### config.mk
export PLATFORM = sky130hd
export DESIGN_NAME = iter_sub_datapath
export DESIGN_NICKNAME = d
export VERILOG_FILES = /design/src/rtl/iter_sub_pkg.sv /design/src/rtl/iter_sub_datapath_sub_cmp_unit.sv /design/src/rtl/iter_sub_datapath.sv
export SDC_FILE = /design/constraint.sdc
export NUM_CORES = 1
export LEC_CHECK = 0
export BUFFER_PORTS_ARGS = -buffer_cell sky130_fd_sc_hd__buf_4
export CAP_MARGIN = 15
export CORE_MARGIN = 2
export CORE_UTILIZATION = 28
export CTS_BUF_LIST = sky130_fd_sc_hd__clkbuf_2
export DETAILED_ROUTE_END_ITERATION = 16
export HOLD_SLACK_MARGIN = 0.08
export MAX_ROUTING_LAYER = met4
export PLACE_DENSITY = 0.51
export SLEW_MARGIN = 20
export SYNTH_ARGS = -nofsm -noshare
export SYNTH_HDL_FRONTEND = slang
export SYNTH_SLANG_ARGS = --single-unit
### constraint.sdc
create_clock -name CLK -period 5.8 [get_ports CLK]
set_input_delay 0.87 -clock CLK [delete_from_list [all_inputs] [get_ports CLK]]
set_output_delay 0.87 -clock CLK [all_outputs]
set_load 0.01 [all_outputs]
### src/rtl/iter_sub_pkg.sv
`default_nettype none
// ============================================================================
// Module   : iter_sub_pkg
// Brief    : Shared types and constants for the repeated-subtraction engine.
// Revision : 1.0 - initial release
// ============================================================================
package iter_sub_pkg;

    localparam int   DEFAULT_WIDTH = 16;
    localparam logic MODE_DIV      = 1'b0;
    localparam logic MODE_GCD      = 1'b1;

    typedef enum logic [1:0] {
        ST_IDLE = 2'd0,
        ST_RUN  = 2'd1,
        ST_DONE = 2'd2
    } state_t;

endpackage
`default_nettype wire

### src/rtl/iter_sub_datapath_sub_cmp_unit.sv
`default_nettype none
// ============================================================================
// Module   : sub_cmp_unit
// Brief    : Combinational subtract/compare block shared by DIV and GCD steps.
// Revision : 1.0 - initial release
// ============================================================================
module sub_cmp_unit #(
    parameter int WIDTH = 16
) (
    input  logic [WIDTH-1:0] i_x,
    input  logic [WIDTH-1:0] i_y,
    output logic [WIDTH-1:0] o_x_minus_y,
    output logic [WIDTH-1:0] o_y_minus_x,
    output logic             o_x_lt_y,
    output logic             o_x_eq_y,
    output logic             o_x_zero,
    output logic             o_y_zero
);

    assign o_x_minus_y = i_x - i_y;
    assign o_y_minus_x = i_y - i_x;
    assign o_x_lt_y    = (i_x < i_y);
    assign o_x_eq_y    = (i_x == i_y);
    assign o_x_zero    = (i_x == '0);
    assign o_y_zero    = (i_y == '0);

endmodule
`default_nettype wire

### src/rtl/iter_sub_datapath.sv
`default_nettype none
// ============================================================================
// Module   : iter_sub_datapath
// Brief    : Multicycle unsigned divide / subtractive GCD engine with
//            start/done handshake. Optional step counter: ITER_SUB_ITER_COUNT_EN.
// Revision : 1.0 - initial release
// ============================================================================
module iter_sub_datapath
    import iter_sub_pkg::*;
#(
    parameter int   WIDTH    = DEFAULT_WIDTH,
    parameter logic MODE_DIV = iter_sub_pkg::MODE_DIV,
    parameter logic MODE_GCD = iter_sub_pkg::MODE_GCD
) (
    input  logic             CLK,
    input  logic             RST,
    input  logic             start,
    input  logic             mode,
    input  logic [WIDTH-1:0] op_a,
    input  logic [WIDTH-1:0] op_b,
    output logic             busy,
    output logic             done,
    output logic [WIDTH-1:0] result,
    output logic [WIDTH-1:0] rem,
`ifdef ITER_SUB_ITER_COUNT_EN
    output logic [WIDTH-1:0] iter_count,
`endif
    output logic             div_zero
);

    localparam logic [WIDTH-1:0] C_ONE = 1;

    state_t           state_q, state_d;
    logic [WIDTH-1:0] x_q, x_d, y_q, y_d, q_q, q_d;
    logic             mode_q, mode_d;
    logic [WIDTH-1:0] result_q, result_d, rem_q, rem_d;
    logic             div_zero_q, div_zero_d;

    logic [WIDTH-1:0] x_minus_y, y_minus_x;
    logic             x_lt_y, x_eq_y, x_zero, y_zero;
    logic             is_div, is_gcd, run_exit;

    sub_cmp_unit #(.WIDTH(WIDTH)) u_cmp (
        .i_x         (x_q),
        .i_y         (y_q),
        .o_x_minus_y (x_minus_y),
        .o_y_minus_x (y_minus_x),
        .o_x_lt_y    (x_lt_y),
        .o_x_eq_y    (x_eq_y),
        .o_x_zero    (x_zero),
        .o_y_zero    (y_zero)
    );

    assign is_div   = (mode_q == MODE_DIV);
    assign is_gcd   = (mode_q == MODE_GCD);
    assign run_exit = is_div ? (y_zero | x_lt_y) : (x_eq_y | y_zero | x_zero);

    always_ff @(posedge CLK) begin
        if (RST) begin
            state_q    <= ST_IDLE;
            x_q        <= '0;
            y_q        <= '0;
            q_q        <= '0;
            mode_q     <= 1'b0;
            result_q   <= '0;
            rem_q      <= '0;
            div_zero_q <= 1'b0;
        end else begin
            state_q    <= state_d;
            x_q        <= x_d;
            y_q        <= y_d;
            q_q        <= q_d;
            mode_q     <= mode_d;
            result_q   <= result_d;
            rem_q      <= rem_d;
            div_zero_q <= div_zero_d;
        end
    end

    always_comb begin
        state_d = state_q;
        case (state_q)
            ST_IDLE: if (start)    state_d = ST_RUN;
            ST_RUN:  if (run_exit) state_d = ST_DONE;
            ST_DONE:               state_d = ST_IDLE;
            default:               state_d = ST_IDLE;
        endcase
    end

    always_comb begin
        x_d        = x_q;
        y_d        = y_q;
        q_d        = q_q;
        mode_d     = mode_q;
        result_d   = result_q;
        rem_d      = rem_q;
        div_zero_d = div_zero_q;
        if (state_q == ST_IDLE && start) begin
            x_d    = op_a;
            y_d    = op_b;
            q_d    = '0;
            mode_d = mode;
        end else if (state_q == ST_RUN) begin
            if (is_div) begin
                if (y_zero) begin
                    result_d   = '1;
                    rem_d      = x_q;
                    div_zero_d = 1'b1;
                end else if (x_lt_y) begin
                    result_d   = q_q;
                    rem_d      = x_q;
                    div_zero_d = 1'b0;
                end else begin
                    x_d = x_minus_y;
                    q_d = q_q + C_ONE;
                end
            end else if (is_gcd) begin
                // y==0 is tested before x==0 so GCD(0,0) reports x
                if (x_eq_y || y_zero || x_zero) begin
                    result_d   = (x_eq_y || y_zero) ? x_q : y_q;
                    rem_d      = '0;
                    div_zero_d = 1'b0;
                end else if (!x_lt_y) begin
                    x_d = x_minus_y;
                end else begin
                    y_d = y_minus_x;
                end
            end
        end
    end

`ifdef ITER_SUB_ITER_COUNT_EN
    logic [WIDTH-1:0] steps_q, steps_d, iter_count_q, iter_count_d;

    always_ff @(posedge CLK) begin
        if (RST) begin
            steps_q      <= '0;
            iter_count_q <= '0;
        end else begin
            steps_q      <= steps_d;
            iter_count_q <= iter_count_d;
        end
    end

    always_comb begin
        steps_d      = steps_q;
        iter_count_d = iter_count_q;
        if (state_q == ST_IDLE && start) begin
            steps_d = '0;
        end else if (state_q == ST_RUN) begin
            if (run_exit)
                iter_count_d = steps_q;
            else if (steps_q != '1)
                steps_d = steps_q + C_ONE;
        end
    end

    assign iter_count = iter_count_q;
`endif

    always_comb begin
        busy     = (state_q != ST_IDLE);
        done     = (state_q == ST_DONE);
        result   = result_q;
        rem      = rem_q;
        div_zero = div_zero_q;
    end

endmodule
`default_nettype wire

==> reports/summary.log <==
[worst_setup_path] Critical Path Start y_q[9]$_SDFFE_PP0P_
[worst_setup_path] arrival time of the worst setup path 4060 ps
[routing] number of violations reported at the end of detailed-routing iteration 0 421
[floorplan] horizontal die dimension 144.1 um
[global_route] antenna violations before repair 0
[clocking] number of buffers inserted for hold repair after clock tree synthesis 0
[floorplan] Top Ports 71
[timing] relative slew slack 39.17%
[cells_and_area] Syn-to-layout area delta 14.58%
[logic_synthesis] synthesized netlist cell count 711
[logic_synthesis] Synth Flop Type sky130_fd_sc_hd__dfxtp_1
[clocking] Skew-Pair Late Insertion Delay 640 ps
[timing] RSZ-0062 raised after global routing false
[global_route] largest net degree at the start of global routing 59
[worst_setup_path] startpoint types flop
[logic_synthesis] count of distinct cell types in the synthesized netlist 69
[global_route] via count of the first global-routing pass 4953
[place] Detail Placement HPWL 13.50 mm
[clocking] Num Clock Sinks 84
[logic_synthesis] share of the synthesized area in compound gates (AO/OA/AOI/OAI) 24.15%
[floorplan] DIE HEIGHT 144.1 um
[clocking] maximum root-to-sink buffer count 2
[power] Internal Pwr Total 0.001106 W
[worst_setup_path] Crit Path Max Fanout 15
[timing] clock skew 36.31 ps
[logic_synthesis] share of the synthesized netlist area taken by xor and xnor gates 4.624%
[clocking] root buffer cell sky130_fd_sc_hd__clkbuf_2
[routing] drc violations 0
[cells_and_area] final cell utilization of the core 32.55%
[routing] Vias per Instance 5.221
[routing] number of antenna-violating nets in the routed design 0
[routing] vias post-DR 5352
[power] share of total power in the clock network 14.6%
[power] sw power 0.0009873 W
[run] Max Cap Violations 0
[routing] post-detailed-route wirelength per cell 17.93 um
[logic_synthesis] main combinational cell family by area after synthesis simple AND/OR/NAND/NOR gates
[timing] total setup violations reported at the end of the flow 0
[power] worst IR drop on VDD 108.2 uV
[routing] drt first pass iters 5
[place] DP Worst Slack 2380 ps
[timing] final setup TNS 0 ps
[power] net switching share of the total power 47.16%
[cells_and_area] filler instances 2130
[timing] final hold viol count 0
[clocking] number of gates resized after CTS 0
[logic_synthesis] Cell Area, Synth 5493 um^2
[clocking] Post-CTS Setup Inserts 0
[hold_path] hold path startpoint mode
[worst_setup_path] R2R Path Start y_q[9]$_SDFFE_PP0P_
[floorplan] CORE AREA 19330 um^2
[timing] maximum clock rate 0.2870 GHz
[logic_synthesis] adder and majority cell fraction of the synthesized area 8.018%
[logic_synthesis] ys async rst share 0%
[cells_and_area] Antenna Cells 0
[power] pwr/cell area 332.7 nW/um^2
[logic_synthesis] mean area per synthesized cell 7.725 um^2
[logic_synthesis] proportion of synthesized area in mux cells 0.9567%
[global_route] global-route total usage across every layer 18.57%
[floorplan] number of cell rows 51
[timing] number of pins with negative max-slew slack in the final report 0
[logic_synthesis] synthesized net count 781
[global_route] GR Overflow Total 0
[status] status completed
[power] part of the power in combinational logic 52.0%
[timing] setup slack of the critical path after layout 2316 ps
[floorplan] initial core utilization 28.41%
[cells_and_area] share of post-route cells with drive strength above 1 15.79%
[logic_synthesis] fraction of the yosys area taken by sequential cells 30.62%
[power] share of total power in sequential cells 33.4%
[power] leakage power 2.432 nW
[clocking] CTS buffer count 9
[cells_and_area] number of nets in the finished design 825
[place] weighted congestion reported at the end of routability-driven placement 0.9014
[clocking] register clock-pin slew on the reported worst setup and hold paths 270 ps
[global_route] first-pass GRT wire length 28.57 mm
[timing] crit path time final 3484 ps
[place] number of buffers inserted by port buffering 70
[clocking] H-tree depth reported by CTS 3
[routing] Detailed Route WL 18.37 mm
[worst_setup_path] required arrival time at the worst endpoint 6370 ps
[logic_synthesis] fraction of the mapped netlist area in simple logic gates 24.37%
[logic_synthesis] Syn. warnings 0
[clocking] clock tree from TritonCTS built
[worst_setup_path] start-to-end type of the worst setup path flop to flop
[worst_setup_path] critical path endpoint category flop
[timing] Tightest Pin Transition 910.6 ps
[floorplan] full die area 20750 um^2
[hold_path] class of the most critical hold timing path input pin to flop
[logic_synthesis] number of synthesized flops with an enable pin 0
[timing] final clock period utilization by the worst path 60.07%
[logic_synthesis] Seq cells post-synth 84
==> worst paths after layout <==
check	slack, ps	depth (start not counted)	end
max reg2reg	2320	9	x_q[13]$_SDFFE_PP0P_
min	450	3	is_gcd$_SDFFE_PP0P_
max	2320	9	x_q[13]$_SDFFE_PP0P_
min reg2reg	470	2	rem[5]$_SDFFE_PP0P_
==> flip-flops by register name, indices dropped and copies added (netlist names) <==
register	flops
result	16
state_q	2
div_zero	1
x_q	16
is_gcd	1
y_q	16
rem	16
q_q	16
==> power groups by stage <==
stage / Clock (W) / Combinational (W) / Sequential (W)
CTS: 0.000323 / 0.00108 / 0.000698
global route: 0.000349 / 0.00120 / 0.000707
floorplan: 0 / 0.000797 / 0.000690
finish: 0.000306 / 0.00109 / 0.000699
global placement: 0 / 0.00108 / 0.000711
detailed placement: 0 / 0.00107 / 0.000710
==> layout by cell type, fill, tap and decap left out, drive strengths merged, types with 8 or more instances in the layout <==
cell,count
a21o,11
a21oi,80
a22oi,8
buf,80
clkbuf,9
dfxtp,84
ha,32
inv,45
nand2,84
nand3,31
nor2,71
nor3,15
nor4,13
o211ai,8
o21ai,21
o221ai,18
xnor2,19
xor2,10
==> cell usage after synthesis (4+ instances only) <==
| library cell | instances | share of area [%] |
|---|---|---|
| sky130_fd_sc_hd__dfxtp_1 | 84 | 31 |
| sky130_fd_sc_hd__nand2_1 | 84 | 5.7 |
| sky130_fd_sc_hd__a21oi_1 | 80 | 7.3 |
| sky130_fd_sc_hd__nor2_1 | 69 | 4.7 |
| sky130_fd_sc_hd__inv_1 | 42 | 2.9 |
| sky130_fd_sc_hd__ha_1 | 32 | 7.3 |
| sky130_fd_sc_hd__nand3_1 | 31 | 2.8 |
| sky130_fd_sc_hd__clkbuf_1 | 26 | 1.8 |
| sky130_fd_sc_hd__o21ai_0 | 20 | 1.8 |
| sky130_fd_sc_hd__xnor2_1 | 19 | 3.0 |
| sky130_fd_sc_hd__o221ai_1 | 18 | 2.9 |
| sky130_fd_sc_hd__nor3_1 | 14 | 1.3 |
| sky130_fd_sc_hd__nor4_1 | 13 | 1.5 |
| sky130_fd_sc_hd__a21o_1 | 11 | 1.5 |
| sky130_fd_sc_hd__xor2_1 | 10 | 1.6 |
| sky130_fd_sc_hd__buf_2 | 9 | 0.82 |
| sky130_fd_sc_hd__a22oi_1 | 8 | 1.1 |
| sky130_fd_sc_hd__a311oi_1 | 7 | 1.1 |
| sky130_fd_sc_hd__nand2b_1 | 7 | 0.80 |
| sky130_fd_sc_hd__o211ai_1 | 7 | 0.96 |
| sky130_fd_sc_hd__a211oi_1 | 6 | 0.82 |
| sky130_fd_sc_hd__nor2b_1 | 6 | 0.68 |
| sky130_fd_sc_hd__or2_2 | 6 | 0.68 |
| sky130_fd_sc_hd__buf_4 | 5 | 0.68 |
| sky130_fd_sc_hd__nand3b_1 | 5 | 0.68 |
| sky130_fd_sc_hd__or4_1 | 5 | 0.68 |
| sky130_fd_sc_hd__a31oi_1 | 4 | 0.46 |
| sky130_fd_sc_hd__and2_1 | 4 | 0.46 |
| sky130_fd_sc_hd__and4_1 | 4 | 0.64 |
| sky130_fd_sc_hd__buf_6 | 4 | 0.82 |
| sky130_fd_sc_hd__nand4_1 | 4 | 0.46 |
| sky130_fd_sc_hd__o21bai_1 | 4 | 0.55 |
| sky130_fd_sc_hd__or3_1 | 4 | 0.46 |
==> logic make-up after synthesis <==
| group | count (synthesis) |
|---|---|
| AND/OR/NAND/NOR | 272 |
| AO/OA/AOI/OAI | 197 |
| buffers and inverters | 90 |
| flip-flops | 84 |
| adder cells (fa/ha/maj) | 34 |
| XOR/XNOR | 29 |
| multiplexers | 5 |
==> worst max-delay path: stages, from the launching register on <==
cell	delay, ps
sky130_fd_sc_hd__dfxtp_1	450
sky130_fd_sc_hd__inv_1	80
sky130_fd_sc_hd__ha_1	410
sky130_fd_sc_hd__a21o_1	220
sky130_fd_sc_hd__a311o_1	400
sky130_fd_sc_hd__a211o_1	370
sky130_fd_sc_hd__nor2_2	420
sky130_fd_sc_hd__or2_1	620
sky130_fd_sc_hd__o211ai_1	160
sky130_fd_sc_hd__a221oi_1	300
==> cell type report <==
type | instances | area (um^2) | share of cell area, %
repair buffers | 80 | 600.6 | 9.543
clock buffers | 9 | 45.04 | 0.7157
multi-input cells | 537 | 3415 | 54.25
inverters | 43 | 161.4 | 2.565
well taps | 265 | 331.6 | 5.268
clock inverters | 7 | 58.81 | 0.9344
flip-flops and latches | 84 | 1682 | 26.72
==> layer usage <==
metal  vias to the layer above  track usage (%)  wire [um]
met3                        21            3.675        906
met5                         -                -          0
li1                       2622                -          -
met2                       153            27.64       8208
met4                         0            4.386        323
met1                      2556            25.89       8936
==> through the flow <==
| stage | cell area [um^2] | instances | power [W] | hold WS [ps] |
|---|---|---|---|---|
| after floorplan | 5493 | 711 | 0.001488 | 449.9 |
| after global placement | 6190 | 1009 | 0.001786 | 444.2 |
| after detailed placement | 6190 | 1009 | 0.001778 | 446.5 |
| after CTS | 6294 | 1025 | 0.002098 | 412.0 |
| after global routing | 6294 | 1025 | 0.002254 | 387.2 |
| final | 6294 | 1025 | 0.002094 | 454.7 |
Power figures use the tool's default switching activity.
